`config.mk`:
```
export PLATFORM = sky130hd
export DESIGN_NAME = led_display_mode_sequencer_flat
export DESIGN_NICKNAME = d
export VERILOG_FILES = /design/src/rtl/led_display_pkg.sv /design/src/rtl/led_display_mode_sequencer_if.sv /design/src/rtl/led_seq_dwell_timer.sv /design/src/rtl/led_display_mode_sequencer.sv /design/src/flat_wrapper.sv
export SDC_FILE = /design/constraint.sdc
export NUM_CORES = 1
export LEC_CHECK = 0
export BUFFER_PORTS_ARGS = -buffer_cell sky130_fd_sc_hd__buf_2
export CAP_MARGIN = 10
export CORE_UTILIZATION = 56
export CTS_BUF_LIST = sky130_fd_sc_hd__clkbuf_8
export DETAILED_ROUTE_END_ITERATION = 10
export PLACE_DENSITY_LB_ADDON = 0.3
export SETUP_SLACK_MARGIN = 0.15
export SLEW_MARGIN = 20
export SYNTH_ARGS = -nofsm -noshare
export SYNTH_HDL_FRONTEND = slang
export SYNTH_HIERARCHICAL = 1
export SYNTH_SLANG_ARGS = --single-unit
```
`constraint.sdc`:
```
create_clock -name clk_in -period 2 [get_ports clk_in]
set_input_delay 0.1 -clock clk_in [delete_from_list [all_inputs] [get_ports clk_in]]
set_output_delay 0.1 -clock clk_in [all_outputs]
set_load 0.05 [all_outputs]
```
`src/rtl/led_display_pkg.sv`:
```
// Shared types and constants for the LED show sequencer: mode codes, playlist, FSM states.
// Latency: n/a (declarations only).
// Backpressure: n/a.
package led_display_pkg;

    // Pattern generator mode codes
    localparam logic [3:0] MODE_OFF    = 4'd0;
    localparam logic [3:0] MODE_SOLID  = 4'd1;
    localparam logic [3:0] MODE_SCAN_H = 4'd2;
    localparam logic [3:0] MODE_SCAN_V = 4'd3;
    localparam logic [3:0] MODE_PULSE  = 4'd4;

    // Millisecond tick period used when the SIMULATION parameter is set
    localparam int SIM_TICK_PERIOD = 100;

    // One playlist entry; colour is {b,g,r}
    typedef struct packed {
        logic [3:0] mode;
        logic [2:0] colour;
    } seq_step_t;

    localparam seq_step_t PLAYLIST [0:7] = '{
        '{mode: MODE_SOLID,  colour: 3'b001},
        '{mode: MODE_SOLID,  colour: 3'b010},
        '{mode: MODE_SOLID,  colour: 3'b100},
        '{mode: MODE_SCAN_H, colour: 3'b111},
        '{mode: MODE_SCAN_V, colour: 3'b110},
        '{mode: MODE_PULSE,  colour: 3'b101},
        '{mode: MODE_PULSE,  colour: 3'b011},
        '{mode: MODE_OFF,    colour: 3'b000}
    };

    typedef enum logic [2:0] {
        ST_IDLE       = 3'd0,
        ST_LOAD       = 3'd1,
        ST_RUN        = 3'd2,
        ST_WAIT_FRAME = 3'd3,
        ST_BLANK      = 3'd4
    } seq_state_t;

    // Playlist index increment; 3-bit arithmetic gives the 7 -> 0 wrap for free
    function automatic logic [2:0] step_inc(input logic [2:0] s);
        return s + 3'd1;
    endfunction

endpackage

```
`src/rtl/led_display_mode_sequencer_if.sv`:
```
// Board controls in, pattern-generator drive out, for the LED show sequencer.
// Latency: n/a (wires only).
// Backpressure: none; controls are levels/pulses, outputs are always valid.
interface led_display_mode_sequencer_if;
    logic       enable_in;
    logic       advance_in;
    logic       hold_in;
    logic       frame_done_in;
    logic [3:0] mode_out;
    logic [2:0] colour_out;
    logic [2:0] step_out;
    logic       busy_out;

    // Sequencer side
    modport master (
        input  enable_in, advance_in, hold_in, frame_done_in,
        output mode_out, colour_out, step_out, busy_out
    );

    // Board / pattern generator side
    modport slave (
        output enable_in, advance_in, hold_in, frame_done_in,
        input  mode_out, colour_out, step_out, busy_out
    );
endinterface

```
`src/rtl/led_seq_dwell_timer.sv`:
```
// Dwell timer: prescaler makes a ms tick, 16-bit ms counter saturates at DWELL_MS.
// Latency: done_out is a compare on registered state, high from the edge the count reaches DWELL_MS.
// Backpressure: hold_in freezes both prescaler and ms counter; clear_in has priority.
module led_seq_dwell_timer #(
    parameter int TICK_PERIOD = 100,
    parameter int DWELL_MS    = 5000
) (
    input  logic clk_in,
    input  logic n_reset_in,
    input  logic clear_in,
    input  logic hold_in,
    output logic done_out
);
    localparam int                PSC_W    = (TICK_PERIOD > 1) ? $clog2(TICK_PERIOD) : 1;
    localparam logic [PSC_W-1:0]  PSC_LAST = PSC_W'(TICK_PERIOD - 1);
    localparam logic [15:0]       DWELL    = 16'(DWELL_MS);

    logic [PSC_W-1:0] psc_q, psc_d;
    logic [15:0]      ms_q, ms_d;
    logic             tick;

    // Prescaler wraps at period-1; ms counter advances on the wrap and stops at DWELL
    always_comb begin
        psc_d = psc_q;
        ms_d  = ms_q;
        tick  = (psc_q == PSC_LAST);
        if (clear_in) begin
            psc_d = '0;
            ms_d  = '0;
        end else if (!hold_in) begin
            psc_d = tick ? '0 : psc_q + PSC_W'(1);
            if (tick && (ms_q != DWELL)) begin
                ms_d = ms_q + 16'd1;
            end
        end
    end

    // Timer state registers
    always_ff @(posedge clk_in or negedge n_reset_in) begin
        if (!n_reset_in) begin
            psc_q <= '0;
            ms_q  <= '0;
        end else begin
            psc_q <= psc_d;
            ms_q  <= ms_d;
        end
    end

    assign done_out = (ms_q == DWELL);

endmodule

```
`src/rtl/led_display_mode_sequencer.sv`:
```
// Show controller: steps the pattern generator through an 8-entry playlist, blank frame between steps.
// Latency: all outputs registered; new step visible 2 cycles after the frame pulse leaving BLANK.
// Backpressure: none; advance_in outside RUN is dropped, hold_in freezes the dwell. Build option LED_SEQ_SHUFFLE_EN.
module led_display_mode_sequencer
    import led_display_pkg::*;
#(
    parameter int SYS_CLK_FREQ = 100_000_000,
    parameter int SIMULATION   = 0,
    parameter int DWELL_MS     = 5000
) (
    input  logic                           clk_in,
    input  logic                           n_reset_in,
    led_display_mode_sequencer_if.master   bus_if
);
    localparam int TICK_PERIOD = (SIMULATION != 0) ? SIM_TICK_PERIOD : (SYS_CLK_FREQ / 1000);

    seq_state_t state_q, state_d;
    logic [2:0] step_q,   step_d;
    logic [3:0] mode_q,   mode_d;
    logic [2:0] colour_q, colour_d;
    logic       busy_q,   busy_d;

    logic       dwell_done;
    logic [2:0] next_step;
    seq_step_t  load_entry;

    assign load_entry = PLAYLIST[step_q];

    led_seq_dwell_timer #(
        .TICK_PERIOD (TICK_PERIOD),
        .DWELL_MS    (DWELL_MS)
    ) u_dwell_timer (
        .clk_in     (clk_in),
        .n_reset_in (n_reset_in),
        .clear_in   (state_q == ST_LOAD),
        .hold_in    (bus_if.hold_in),
        .done_out   (dwell_done)
    );

`ifdef LED_SEQ_SHUFFLE_EN
    logic [7:0] lfsr_q, lfsr_d;

    // Fibonacci LFSR, taps 8,6,5,4, free-running from reset
    always_comb begin
        lfsr_d = {lfsr_q[6:0], lfsr_q[7] ^ lfsr_q[5] ^ lfsr_q[4] ^ lfsr_q[3]};
    end

    // LFSR register
    always_ff @(posedge clk_in or negedge n_reset_in) begin
        if (!n_reset_in) begin
            lfsr_q <= 8'hA5;
        end else begin
            lfsr_q <= lfsr_d;
        end
    end

    // Random pick, bumped by one if it would repeat the current step
    always_comb begin
        next_step = (lfsr_q[2:0] == step_q) ? step_inc(step_q) : lfsr_q[2:0];
    end
`else
    // Sequential playlist order
    always_comb begin
        next_step = step_inc(step_q);
    end
`endif

    // State and output registers
    always_ff @(posedge clk_in or negedge n_reset_in) begin
        if (!n_reset_in) begin
            state_q  <= ST_IDLE;
            step_q   <= 3'd0;
            mode_q   <= MODE_OFF;
            colour_q <= 3'b000;
            busy_q   <= 1'b0;
        end else begin
            state_q  <= state_d;
            step_q   <= step_d;
            mode_q   <= mode_d;
            colour_q <= colour_d;
            busy_q   <= busy_d;
        end
    end

    // Next state; the step only moves on the frame pulse that leaves BLANK
    always_comb begin
        state_d = state_q;
        step_d  = step_q;
        if (!bus_if.enable_in) begin
            state_d = ST_IDLE;
        end else begin
            case (state_q)
                ST_IDLE:       state_d = ST_LOAD;
                ST_LOAD:       state_d = ST_RUN;
                ST_RUN: begin
                    if (dwell_done || bus_if.advance_in) begin
                        state_d = ST_WAIT_FRAME;
                    end
                end
                ST_WAIT_FRAME: begin
                    if (bus_if.frame_done_in) begin
                        state_d = ST_BLANK;
                    end
                end
                ST_BLANK: begin
                    if (bus_if.frame_done_in) begin
                        state_d = ST_LOAD;
                        step_d  = next_step;
                    end
                end
                default:       state_d = ST_IDLE;
            endcase
        end
    end

    // Outputs: OFF when idle/disabled or entering BLANK, playlist entry during LOAD, else held
    always_comb begin
        mode_d   = mode_q;
        colour_d = colour_q;
        busy_d   = (state_q == ST_WAIT_FRAME) || (state_q == ST_BLANK);
        if (!bus_if.enable_in || (state_q == ST_IDLE)) begin
            mode_d   = MODE_OFF;
            colour_d = 3'b000;
        end else if (state_q == ST_LOAD) begin
            mode_d   = load_entry.mode;
            colour_d = load_entry.colour;
        end else if ((state_q == ST_WAIT_FRAME) && bus_if.frame_done_in) begin
            mode_d   = MODE_OFF;
            colour_d = 3'b000;
        end
    end

    assign bus_if.mode_out   = mode_q;
    assign bus_if.colour_out = colour_q;
    assign bus_if.step_out   = step_q;
    assign bus_if.busy_out   = busy_q;

endmodule

```
`src/flat_wrapper.sv`:
```
// flat-port wrapper written by rule: the top's interface ports become plain ports
module led_display_mode_sequencer_flat import led_display_pkg::*;
#(
    parameter int SYS_CLK_FREQ = 100_000_000,
    parameter int SIMULATION   = 0,
    parameter int DWELL_MS     = 5000
)
  (clk_in, n_reset_in, bus_if_enable_in, bus_if_advance_in, bus_if_hold_in, bus_if_frame_done_in, bus_if_mode_out, bus_if_colour_out, bus_if_step_out, bus_if_busy_out);
  led_display_mode_sequencer_if bus_if_i ();
  input  logic clk_in;
  input  logic n_reset_in;
  input wire logic [$bits(bus_if_i.enable_in)-1:0] bus_if_enable_in;
  input wire logic [$bits(bus_if_i.advance_in)-1:0] bus_if_advance_in;
  input wire logic [$bits(bus_if_i.hold_in)-1:0] bus_if_hold_in;
  input wire logic [$bits(bus_if_i.frame_done_in)-1:0] bus_if_frame_done_in;
  output wire logic [$bits(bus_if_i.mode_out)-1:0] bus_if_mode_out;
  output wire logic [$bits(bus_if_i.colour_out)-1:0] bus_if_colour_out;
  output wire logic [$bits(bus_if_i.step_out)-1:0] bus_if_step_out;
  output wire logic [$bits(bus_if_i.busy_out)-1:0] bus_if_busy_out;
  assign bus_if_i.enable_in = bus_if_enable_in;
  assign bus_if_i.advance_in = bus_if_advance_in;
  assign bus_if_i.hold_in = bus_if_hold_in;
  assign bus_if_i.frame_done_in = bus_if_frame_done_in;
  assign bus_if_mode_out = bus_if_i.mode_out;
  assign bus_if_colour_out = bus_if_i.colour_out;
  assign bus_if_step_out = bus_if_i.step_out;
  assign bus_if_busy_out = bus_if_i.busy_out;
  led_display_mode_sequencer #(.SYS_CLK_FREQ(SYS_CLK_FREQ), .SIMULATION(SIMULATION), .DWELL_MS(DWELL_MS)) u_core (.clk_in(clk_in), .n_reset_in(n_reset_in), .bus_if(bus_if_i));
endmodule
```
==> results.md <==
* Status: complete, no violations
* Setup-failing EPs final at 0
* Hpwl dp at approximately 3.4 mm
* Fin. Hold Viols at 0
* Mapped Cells at roughly 260
* Synth Flop Type: dfrtp_1
* DR WL/cell at approximately 16 um
* Fin Clk Skew at between 0.008 and 0.009 ns
* Max-cap check violation count at 0
* Syn Nets at ~270
* Leakage power at around 1.3 nW
* Sw frac at roughly 29%
* Share of layout cells above drive strength 1 at between 20% and 30%
* Clock Power Share at between 30% and 40%
* Vias in the first global route at about 1800
* Dpl ws at between 0.03 and 0.04 ns
* Wire length of the first global-routing pass at between 8 and 9 mm
* Avg Inst Size Synth at approximately 9.6 sq um
* Die Wd at between 60 and 70 um
* Initial core utilization at around three fifths
* DP Cell Count at about 330
* Mapped cell area at around 0.0025 sq mm
* Largest net degree at the start of global routing at 29
* WHS at a little over 0.07 ns
* HP Class: in -> reg
* Nets@finish at around 310
* Worst EP required at 2.22 ns
* Worst Setup Slack, final at 0.06421 ns
* Number of diodes at 0
* Vias at about 2000
* Worst Path Max Fanout at 5
* Clock sinks at 46
* Via density per instance at 5.818
* Int Power at 1.476 mW
* Core Util, Final at 73.85%
* Routed Antenna Nets at 0
* GRT Util Overall at approximately 25%
* Register share of total power at 48.7%
* CTS tree: yes
* Rows at 23
* H-tree depth at 2
* Arr. time, crit path at 2.16 ns
* Clock transition at the registers of the reported paths at approximately 0.090 ns
* # IOs at 17
* Crit path cell chain: ha_2 -> and4b_1 -> nand3_2 -> or2_4 -> or4_1 -> a21oi_1
* Die area at 0.004698 sq mm
* Psw at roughly 590 uW
* PD cells at ~700 mW/mm^2
* Fin crit period at roughly 1.9 ns
* Ys async rst share at 100.0%
* Synthesis-to-finish area growth at 22.55%
* Tcrit/Tclk final at a little over nine tenths
* CTS root buf: clkbuf_8
* Delay of the slowest critical-path stage at ~0.46 ns
* Clk_lat worst skew at about 0.3 ns
* Commonest non-fill, non-tap cell in the layout: dfrtp_1
* Slowest cell on the critical path: or4_1
* Buffers on Ports at 15
* Combinational power share at 17.8%
* Most frequent cells in the layout: dfrtp_1, nor2_1, buf_4
* WL final at about 5.6 mm
* Syn. warnings at 6
* #FFs+latches synth at 46
* Max Buffers Root-to-Sink at 2
* Crit path max-delay family: simple AND/OR/NAND/NOR gates
* Max-slew violation count at 0
* Max VDD drop at roughly 0.00053 V
* Core ar. at approximately 0.004 sq mm
* Buf+Inv Stages, Crit Path at 0
* Startpoint Class: register
* Setup tns final at 0 ns
* Maximum clock frequency at just over 500 MHz
* Crit Path Category: reg -> reg
* Post-DP Area at approximately 0.0027 sq mm
* Post-synth EDFFs at 0
* TritonCTS buffer count at 5
* Netlist cell types at 49
* Post-synthesis sequential area ratio at between 40% and 50%
* Drt pass-1 iters at 4
* RSZ-0062 raised after global routing: yes
* Starting DRT DRC Count at between 100 and 150
* CP Capture Type: register
* # DRC at 0
* Final Total Pwr at about 2.1 mW
* Die Ht at slightly below 70 um
* Final cell count without fillers at 351
* Initial antenna violation count at 0
* Slew @ Worst Pin at ~0.63 ns
* Gpl congestion at ~0.85
* Slew headroom at between 50% and 60%
* Overflow after GRT at 0
* Final Cell Area at about 0.003 sq mm
[metal layers]
| layer | part of all wire (%) | vias up | global-route usage (%) | routed length [um] |
|---|---|---|---|---|
| met5 | 0 | - | 0 | 0 |
| met4 | 1.2 | 0 | 7.813 | 69 |
| met1 | 45 | 1000 | 36.03 | 2528 |
| met3 | 3.1 | 9 | 4.934 | 176 |
| met2 | 50 | 42 | 37.50 | 2822 |
| li1 | - | 991 | - | - |
[layout make-up]
class	instances	area, sq um
Clock inverter	3	41.29
Clock buffer	5	68.82
Tap cell	50	62.56
Multi-Input combinational cell	196	1370
Timing Repair Buffer	45	322.8
Inverter	6	22.52
Fill cell	305	1076
Sequential cell	46	1151
[synth_stat cells (6+ instances only)]
master,instances,area share [%]
xor2_1,11,3.9
nand3_1,15,3.0
a21oi_1,9,1.8
inv_1,6,0.91
dfrtp_1,46,46
nor3_1,11,2.2
ha_1,7,3.5
nand2_1,21,3.2
xnor2_1,17,6.0
o22ai_1,6,1.5
nor2_1,33,5.0
nand4_1,6,1.5
[power groups by stage]
stage               clock network [mW]  logic (mW)  registers (mW)
floorplan                            0       0.169            1.09
global placement                     0       0.328            1.03
detailed placement                   0       0.336            1.03
CTS                              0.702       0.361            1.01
global route                     0.736       0.401            1.01
finish                           0.693       0.367            1.01
[sequential cells by signal, summed over array words and instances (netlist names)]
| signal | cells |
|---|---|
| u_core/u_dwell_timer/psc_q | 17 |
| u_core/u_dwell_timer/ms_q | 16 |
| u_core/bus_if.colour_out | 3 |
| u_core/bus_if.mode_out | 3 |
| u_core/bus_if.step_out | 3 |
| u_core/state_q | 3 |
| u_core/bus_if.busy_out | 1 |
[cell families (layout without fill, tap and decap cells)]
kind of cell	after synthesis	in the layout	synth area share (%)
flops	46	46	46.42
buf+inv	17	59	3.128
other cells	1	1	0.1512
simple gates	127	128	28.26
xor+xnor	28	28	9.889
mux	3	3	1.261
compound gates	29	29	7.366
fa+ha+maj	7	7	3.532
[path summary, 6_finish.rpt]
path | from | end | slack (ns) | cells after the start
worst max-delay path | u_core/u_dwell_timer/psc_q[0]$_DFFE_PN0P_ | u_core/u_dwell_timer/ms_q[10]$_DFFE_PN0P_ | 0.06 | 6
worst min-delay path | bus_if_frame_done_in | u_core/state_q[1]$_DFFE_PN0P_ | 0.07 | 2
worst max register to register | u_core/u_dwell_timer/psc_q[0]$_DFFE_PN0P_ | u_core/u_dwell_timer/ms_q[10]$_DFFE_PN0P_ | 0.06 | 6
worst min register to register | u_core/bus_if.mode_out[2]$_DFFE_PN0P_ | u_core/bus_if.mode_out[2]$_DFFE_PN0P_ | 0.54 | 2
max in group asynchronous | n_reset_in | u_core/bus_if.colour_out[1]$_DFFE_PN0P_ | 0.96 | 3
min in group asynchronous | n_reset_in | u_core/u_dwell_timer/psc_q[6]$_DFFE_PN0P_ | 0.35 | 2
[repair_timing]
| action | in CTS | in global routing |
|---|---|---|
| hold endpoints to repair | 27 | 0 |
| cloned | 0 | 1 |
| hold buffers | 1 | 0 |
| endpoints found under the setup margin | 12 | 16 |
| buffers inserted | 5 | 3 |
| gates resized for setup | 6 | 20 |
| pin swaps | 2 | 11 |
Power figures use the tool's default switching activity.
